**src/rtl/mem_pkg.sv**
```systemverilog
// Shared definitions for the memory-to-stream reader.
// Holds the controller state encoding and the size of the beat buffer.
// Ports: none (package).
package mem_pkg;

  typedef enum logic [1:0] {
    ST_IDLE  = 2'd0,  // waiting for start
    ST_RUN   = 2'd1,  // reads still to be issued
    ST_DRAIN = 2'd2,  // all reads issued, beats still leaving
    ST_DONE  = 2'd3   // single-cycle completion
  } state_t;

  // Beat buffer depth and the width of its occupancy count (0..FIFO_DEPTH).
  localparam int FIFO_DEPTH = 2;
  localparam int FIFO_CW    = 2;

endpackage

```
**src/rtl/stream_fifo2.sv**
```systemverilog
// Two-entry valid/ready buffer; out_data is driven straight from the head register.
// Ports: clk/rst_n; in_valid/in_ready/in_data (write side);
//        out_valid/out_ready/out_data (read side); count = current occupancy.
module stream_fifo2
  import mem_pkg::*;
#(
  parameter int DW = 33
) (
  input  logic               clk,
  input  logic               rst_n,
  input  logic               in_valid,
  output logic               in_ready,
  input  logic [DW-1:0]      in_data,
  output logic               out_valid,
  input  logic               out_ready,
  output logic [DW-1:0]      out_data,
  output logic [FIFO_CW-1:0] count
);

  localparam logic [FIFO_CW-1:0] FULL = FIFO_CW'(FIFO_DEPTH);
  localparam logic [FIFO_CW-1:0] ONE  = FIFO_CW'(1);

  logic [DW-1:0]      head_q, tail_q;
  logic [FIFO_CW-1:0] count_q;
  logic               push, pop;

  assign out_valid = (count_q != '0);
  // When full, a word can still enter in the same cycle the head leaves.
  assign in_ready  = (count_q != FULL) | out_ready;
  assign push      = in_valid & in_ready;
  assign pop       = out_valid & out_ready;
  assign out_data  = head_q;
  assign count     = count_q;

  always_ff @(posedge clk or negedge rst_n) begin
    if (!rst_n) begin
      head_q  <= '0;
      tail_q  <= '0;
      count_q <= '0;
    end else begin
      count_q <= count_q + FIFO_CW'(push) - FIFO_CW'(pop);
      // Head refills from the tail when full, otherwise directly from the input
      // if the buffer is (or is about to be) empty.
      if (pop && count_q == FULL)
        head_q <= tail_q;
      else if (push && (count_q == '0 || (pop && count_q == ONE)))
        head_q <= in_data;
      if (push && ((count_q == ONE && !pop) || count_q == FULL))
        tail_q <= in_data;
    end
  end

endmodule

```
**src/rtl/mem_stream_reader.sv**
```systemverilog
// Reads len consecutive words (wrapping at DEPTH) from a 1-cycle-latency memory
// and streams them out with valid/ready, marking the final beat with m_last.
// Ports: start/base_addr/len launch a burst; busy/done report progress;
//        mem_en/mem_addr/mem_dout drive the memory; m_valid/m_ready/m_data/m_last form the stream.
module mem_stream_reader
  import mem_pkg::*;
#(
  parameter  int WIDTH = 32,
  parameter  int DEPTH = 512,
  localparam int AW    = $clog2(DEPTH)
) (
  input  logic             clk,
  input  logic             rst_n,
  input  logic             start,
  input  logic [AW-1:0]    base_addr,
  input  logic [AW:0]      len,
  output logic             busy,
  output logic             done,
  output logic             mem_en,
  output logic [AW-1:0]    mem_addr,
  input  logic [WIDTH-1:0] mem_dout,
  output logic             m_valid,
  input  logic             m_ready,
  output logic [WIDTH-1:0] m_data,
  output logic             m_last
);

  state_t            state_q, state_d;
  logic [AW-1:0]     next_addr_q, last_addr_q;
  logic [AW:0]       remaining_q;
  logic              inflight_q, inflight_last_q;
  logic [FIFO_CW-1:0] fifo_count;
  logic              fifo_in_ready;
  logic [WIDTH:0]    fifo_out_data;
  logic              pop, issue, last_issue;
  logic [2:0]        used;

  assign pop = m_valid & m_ready;

  // Credit check: words buffered plus the word in flight, less the one leaving
  // this cycle, must leave room for the read issued now.
  assign used       = {1'b0, fifo_count} + {2'b00, inflight_q};
  assign issue      = (state_q == ST_RUN) && (used < (3'(FIFO_DEPTH) + {2'b00, pop}));
  assign last_issue = issue && (remaining_q == (AW+1)'(1));

  assign mem_en   = issue;
  assign mem_addr = issue ? next_addr_q : last_addr_q;
  assign busy     = (state_q != ST_IDLE);
  assign done     = (state_q == ST_DONE);

  always_ff @(posedge clk or negedge rst_n) begin
    if (!rst_n) state_q <= ST_IDLE;
    else        state_q <= state_d;
  end

  always_comb begin
    state_d = state_q;
    unique case (state_q)
      ST_IDLE:  if (start) state_d = (len == '0) ? ST_DONE : ST_RUN;
      ST_RUN:   if (last_issue) state_d = ST_DRAIN;
      ST_DRAIN: if (pop && m_last) state_d = ST_DONE;
      ST_DONE:  state_d = ST_IDLE;
      default:  state_d = ST_IDLE;
    endcase
  end

  always_ff @(posedge clk or negedge rst_n) begin
    if (!rst_n) begin
      next_addr_q     <= '0;
      last_addr_q     <= '0;
      remaining_q     <= '0;
      inflight_q      <= 1'b0;
      inflight_last_q <= 1'b0;
    end else begin
      if (state_q == ST_IDLE && start) begin
        next_addr_q <= base_addr;
        remaining_q <= len;
      end else if (issue) begin
        next_addr_q <= (next_addr_q == AW'(DEPTH - 1)) ? '0 : next_addr_q + 1'b1;
        remaining_q <= remaining_q - 1'b1;
        last_addr_q <= next_addr_q;
      end
      // Read data appears one cycle after issue; remember whether it is the last word.
      inflight_q      <= issue;
      inflight_last_q <= last_issue;
    end
  end

  stream_fifo2 #(.DW(WIDTH + 1)) u_fifo (
    .clk       (clk),
    .rst_n     (rst_n),
    .in_valid  (inflight_q),
    .in_ready  (fifo_in_ready),
    .in_data   ({inflight_last_q, mem_dout}),
    .out_valid (m_valid),
    .out_ready (m_ready),
    .out_data  (fifo_out_data),
    .count     (fifo_count)
  );

  assign m_data = fifo_out_data[WIDTH-1:0];
  assign m_last = m_valid & fifo_out_data[WIDTH];

  // The credit check guarantees a returning word always finds room.
  assert property (@(posedge clk) disable iff (!rst_n) inflight_q |-> fifo_in_ready);

endmodule

```
**config.mk**
```make
export PLATFORM = sky130hd
export DESIGN_NAME = mem_stream_reader
export DESIGN_NICKNAME = d
export VERILOG_FILES = /design/src/rtl/mem_pkg.sv /design/src/rtl/stream_fifo2.sv /design/src/rtl/mem_stream_reader.sv
export SDC_FILE = /design/constraint.sdc
export NUM_CORES = 1
export LEC_CHECK = 0
export ABC_AREA = 0
export ABC_CLOCK_PERIOD_IN_PS = 2650
export BUFFER_PORTS_ARGS = -buffer_cell sky130_fd_sc_hd__clkbuf_2
export CAP_MARGIN = 20
export CORE_UTILIZATION = 40
export CTS_CLUSTER_SIZE = 30
export DETAILED_ROUTE_END_ITERATION = 7
export GPL_ROUTABILITY_DRIVEN = 0
export MAX_ROUTING_LAYER = met4
export PLACE_DENSITY_LB_ADDON = 0.12
export SYNTH_ARGS = -nofsm -noshare
export SYNTH_HDL_FRONTEND = slang
export SYNTH_SLANG_ARGS = --single-unit
export TNS_END_PERCENT = 20
```
**constraint.sdc**
```tcl
create_clock -name clk -period 2.65 [get_ports clk]
set_input_delay 0.265 -clock clk [delete_from_list [all_inputs] [get_ports clk]]
set_output_delay 0.265 -clock clk [all_outputs]
set_load 0.05 [all_outputs]
```
* Yosys cells after proc, flatten, opt, wreduce, memory -nomap -nowiden *
Cells that the tools add are included.

storage, ports and cells
  flip-flop bits (word level) = 100
  input port bits = 55
  output and inout port bits = 46

cells by class
  $add $sub $neg = 6
  $lt $le $gt $ge = 1
  equal/unequal tests = 11
  mux-type cells = 13
  bitwise logic cells = 4
  reductions and logical operators = 20

operator list
  operator                                               number
  2-to-1 mux 33 bit                                      2
  2-to-1 mux 9 bit                                       4
  2-to-1 mux 10 bit                                      2
  equality test 10 x 1 -> 1 bit (second input constant)  1
  zero test 10 bit                                       1
  subtractor 10 x 1 -> 10 bit (second input constant)    1
  adder 9 x 1 -> 9 bit (second input constant)           1
  equality test 9 bit (second input constant)            1
  logical AND 1 bit                                      9
  2-to-1 mux 2 bit                                       4
  inequality test 2 bit (second input constant)          4
  one-hot mux 2 bit (4 select lines)                     1
  nonzero test 2 bit                                     4
  equality test 2 bit (second input constant)            3
  equality test 2 x 1 -> 1 bit (second input constant)   2
  zero test 2 bit                                        2
  adder 2 x 1 -> 3 bit                                   1
  adder 2 x 1 -> 3 bit (first input constant)            1
  AND 1 bit                                              3
  less-than comparator 3 bit                             1
  AND reduction 3 bit                                    1
  adder 2 x 1 -> 2 bit                                   1
  logical OR 1 bit                                       2
  subtractor 2 x 1 -> 2 bit                              1
  other kinds (2)                                        2

* Logic depth before layout (Yosys ltp) *
  word-level depth = 8
  gate-level depth with buffers = 9
  depth with buffers taken out = 8

* Cells and area by module *
A second synthesis with hierarchy kept.

second synthesis, totals
  cells, all modules = 421
  area total of the unflattened synthesis = 5332.6 µm²

modules (own cells, without submodules)
  module             instances  cells an instance  area each (µm²)  sequential area each (µm²)
  stream_fifo2       1          201                3378.2           1701.6
  mem_stream_reader  1          220                1954.4           800.8

* Worst setup path before layout *
No wires, ideal clock.

  path type = register -> output
  start = register u_fifo.count_q[0] (netlist: u_fifo.count[0])
  end = output mem_addr[0]
  arrival = 2424 ps
  slack = -39 ps
  cell stages (with the launch flop) = 9
  cell sequence = dfrtp_1 ha_1 ha_1 and2b_1 nand2_2 clkinv_1 clkbuf_1 nand2_1 nand2_1

between the ends
  word-level cells in the longest chain between the ends = 6

RTL lines
  item                            line                     text
  start: declaration              stream_fifo2.sv:24       logic [FIFO_CW-1:0] count_q;
  start signal: assignment        stream_fifo2.sv:41       count_q <= count_q + FIFO_CW'(push) - FIFO_CW'(pop);
  nonzero test 2 bit              stream_fifo2.sv:27       assign out_valid = (count_q != '0);
  AND 1 bit                       mem_stream_reader.sv:38  assign pop = m_valid & m_ready;
  adder 2 x 1 -> 3 bit            mem_stream_reader.sv:43  assign issue = (state_q == ST_RUN) && (used < (3'(FIFO_DEPTH) + {2'b00, pop}));
  less-than comparator 3 bit (*)  mem_stream_reader.sv:43
  logical AND 1 bit (*)           mem_stream_reader.sv:43
  via mem_en                      mem_stream_reader.sv:19  output logic mem_en,
  2-to-1 mux 9 bit (*)            -
  end: declaration                mem_stream_reader.sv:20  output logic [AW-1:0] mem_addr,

The timed path passes the listed nets; every way through them passes the cells marked *.

* Worst setup path after layout *
  start = register u_fifo.count_q[0] (netlist: u_fifo.count[0])
  end = output mem_addr[7]

between the ends
  word-level cells in the longest chain between the ends = 6

RTL lines
  item                            line
  nonzero test 2 bit              stream_fifo2.sv:27
  AND 1 bit                       mem_stream_reader.sv:38
  adder 2 x 1 -> 3 bit            mem_stream_reader.sv:43
  less-than comparator 3 bit (*)  mem_stream_reader.sv:43
  logical AND 1 bit (*)           mem_stream_reader.sv:43
  2-to-1 mux 9 bit (*)            -

Every way passes the cells marked *; elsewhere a longest branch is shown, timed or not.

==> impl_metrics.yaml <==
grt:
  grt_pass1_wl_um: 17300
  grt_max_degree: 59
  antenna_found_initial: 0
  overflow: 0
  grt_pass1_vias: 3546
  grt_use_total_pct: 17.9
power:
  intPower_mw: 4.41
  p_comb_share_pct: 50.4
  swShare_pct: 47.0
  power_leakage_nw: 2.70
  ir_drop_uv: 755
  p_seq_share_pct: 33.6
  clkPwrFrac_pct: 16.0
  p_sw_mw: 3.91
  p_per_area_mw_per_mm2: 1430
clocking:
  post_cts_resized: 0
  root_buffer: "clkbuf_16"
  clk_pin_slew_ps: 60
  cts-htree-levels: 3
  cts_tree: "built"
  cts.sinks: 100
  clock_latency_ps: 350
  cts_setup_buffers: 0
  holdBufCountCts: 0
  clockBufferDepth: 2
  cts_buffers: 9
cells_and_area:
  final_common_cell: "dfrtp_1"
  num-nets-final: 644
  utilization_pct: 47.9
  seqCellArea_sq_mm: 0.00250
  fill_cells: 1210
  layout_common_cells: "99 x dfrtp_1, 93 x nand2_1, 91 x clkbuf_2"
  antennaDiodeCount: 0
  drive_above_1_share_pct: 26.5
  multi_input_area_sq_mm: 0.00211
  syn2layout_area_growth_pct: 15.8
floorplanning:
  io_pins: 101
  die_height_um: 114
  initial_core_util_pct: 41.4
  fp.dieW_um: 114
  num_rows: 40
  core_area_sq_mm: 0.0121
  die_area_sq_mm: 0.0130
sta:
  worst_clock_skew_ps: 5.88
  timing.hold.ws_ps: -20.1
  finalHoldViolCount: 29
  fin_setup_tns_ps: 0
  grt_setup_unrepaired: "false"
  drv_slew: 0
  tightestPinTransition_ps: 741
  setup_viol: 0
  timing.fmax_mhz: 405
  slew_headroom_pct: 50.6
  final.min_clock_period_ps: 2470
  period_share_pct: 93.2
drt:
  route.detailed.drc: 0
  wl_um: 10200
  ant_nets: 0
  drtIter0Drc: 177
  wire_per_inst_um: 13.6
  via_count: 3657
  first_pass_iters: 4
  via_per_inst: 4.88
yosys:
  synth_warnings: 0
  synth.top_cell.area_share_pct: 50.0
  syn-cell-area_sq_mm: 0.00501
  synth_cell_types: 43
  syn-num-nets: 578
  yosys-top-cells-area: "dfrtp_1 50%, nand2_1 7.0%, mux2_1 6.7%"
  yosys.area.top_type: "dfrtp_1"
  synth-edff-count: 0
  synthArstFlopShare_pct: 100
  yosysSeqAreaShare_pct: 50.0
  ys.flop_type: "dfrtp_1"
  ys_ff_latch: 100
  syn_area_per_cell_sq_um: 9.82
  synth_cells: 510
min_path:
  min_path_type: "input pin to asynchronous set/reset pin"
critical_path:
  r2r_start: "next_addr_q[0]$_DFFE_PN0P_"
  reg2reg_to: "next_addr_q[7]$_DFFE_PN0P_"
  crit_type: "flip-flop to primary output"
  startpoint_type: "flip-flop"
  rr_worst_depth: 7
  end_kind: "primary output"
  critPathRequiredTime_ps: 2380
  cp.arrival_ps: 2210
  rrSetupSlack_ps: 250
  critical_path.max_fanout: 24
job:
  drv_cap: 0
place:
  dpl.hpwl_um: 7010
  numPortBuffers: 100
run_status:
  outcome: "complete, but fails checks"
  violations: "negative hold slack"
==> per-layer routing <==
layer | track usage, % | up-vias | wire (um)
met3 | 4.09 | 10 | 422
met2 | 29.1 | 69 | 4840
met1 | 21.7 | 1745 | 4790
met4 | 7.01 | 0 | 133
li1 | - | 1833 | -
met5 | - | - | 0
==> Yosys cell counts, drive strengths merged (4+ instances only) <==
cell type  number
ha             13
dfrtp         100
nand3          10
o21ai          13
xor2            8
a31oi          39
mux2           43
or4b            5
a21oi          15
nor4            4
and3            6
buf            45
clkbuf         14
inv            12
nand2          95
nor2           59
==> power groups by stage <==
stage | Sequential [mW] | Clock, mW | Combinational (mW)
finish | 2.80 | 1.33 | 4.20
global route | 2.91 | 1.44 | 4.61
CTS | 2.80 | 1.38 | 4.19
detailed placement | 2.83 | 0 | 4.18
global placement | 2.79 | 0 | 4.12
floorplan | 2.67 | 0 | 3.68
==> cell type report <==
| class | instances | area share [%] |
|---|---|---|
| Clock inverter | 4 | 0.820 |
| Tap cell | 168 | 3.62 |
| Timing Repair Buffer | 114 | 10.7 |
| Multi-Input combinational cell | 338 | 36.4 |
| Clock buffer | 12 | 4.42 |
| Inverter | 13 | 0.841 |
| Sequential cell | 100 | 43.2 |
==> critical path, stage by stage (launching register included) <==
cell      delay, ps
dfrtp_2         460
ha_1            200
ha_1            310
o21ai_4         110
nand2_2         100
buf_4           250
nand2_1          80
nand2_1          70
clkbuf_2        270
==> through the flow <==
stage,hold slack [ps],setup slack (ps),instance area (sq um),std cells,power [mW]
global route,35.7,7.81,5800,749,8.96
floorplan,-30.6,282,5010,510,6.36
global placement,377,322,5470,733,6.91
detailed placement,387,279,5470,733,7.01
finish,-20.1,179,5800,749,8.32
CTS,7.73,14.2,5780,749,8.38
==> registers in the layout, indices dropped and copies added, names as in the netlist <==
name             count
u_fifo.tail_q       33
u_fifo.count         2
last_addr_q          9
remaining_q         10
u_fifo.out_data     33
next_addr_q          9
state_q              2
inflight_q           1
inflight_last_q      1
==> logic make-up after synthesis <==
logic type / synth area share [%]
multiplexers: 10.1
buffers and inverters: 8.22
AO/OA/AOI/OAI: 9.34
AND/OR/NAND/NOR: 17.3
flip-flops: 50.0
adder cells (fa/ha/maj): 3.25
XOR/XNOR: 1.92
==> worst max path at each step <==
stage | start | end | depth (start not counted)
final | u_fifo.count[0]$_DFF_PN0_ | mem_addr[7] | 8
after CTS | u_fifo.count[0]$_DFF_PN0_ | mem_addr[0] | 8
after global placement | next_addr_q[0]$_DFFE_PN0P_ | next_addr_q[7]$_DFFE_PN0P_ | 7
after global routing | inflight_q$_DFF_PN0_ | mem_addr[8] | 8
after floorplan | u_fifo.count[0]$_DFF_PN0_ | mem_addr[0] | 8
after detailed placement | next_addr_q[0]$_DFFE_PN0P_ | next_addr_q[7]$_DFFE_PN0P_ | 7
Note: power is estimated with default switching activity, not from simulation.
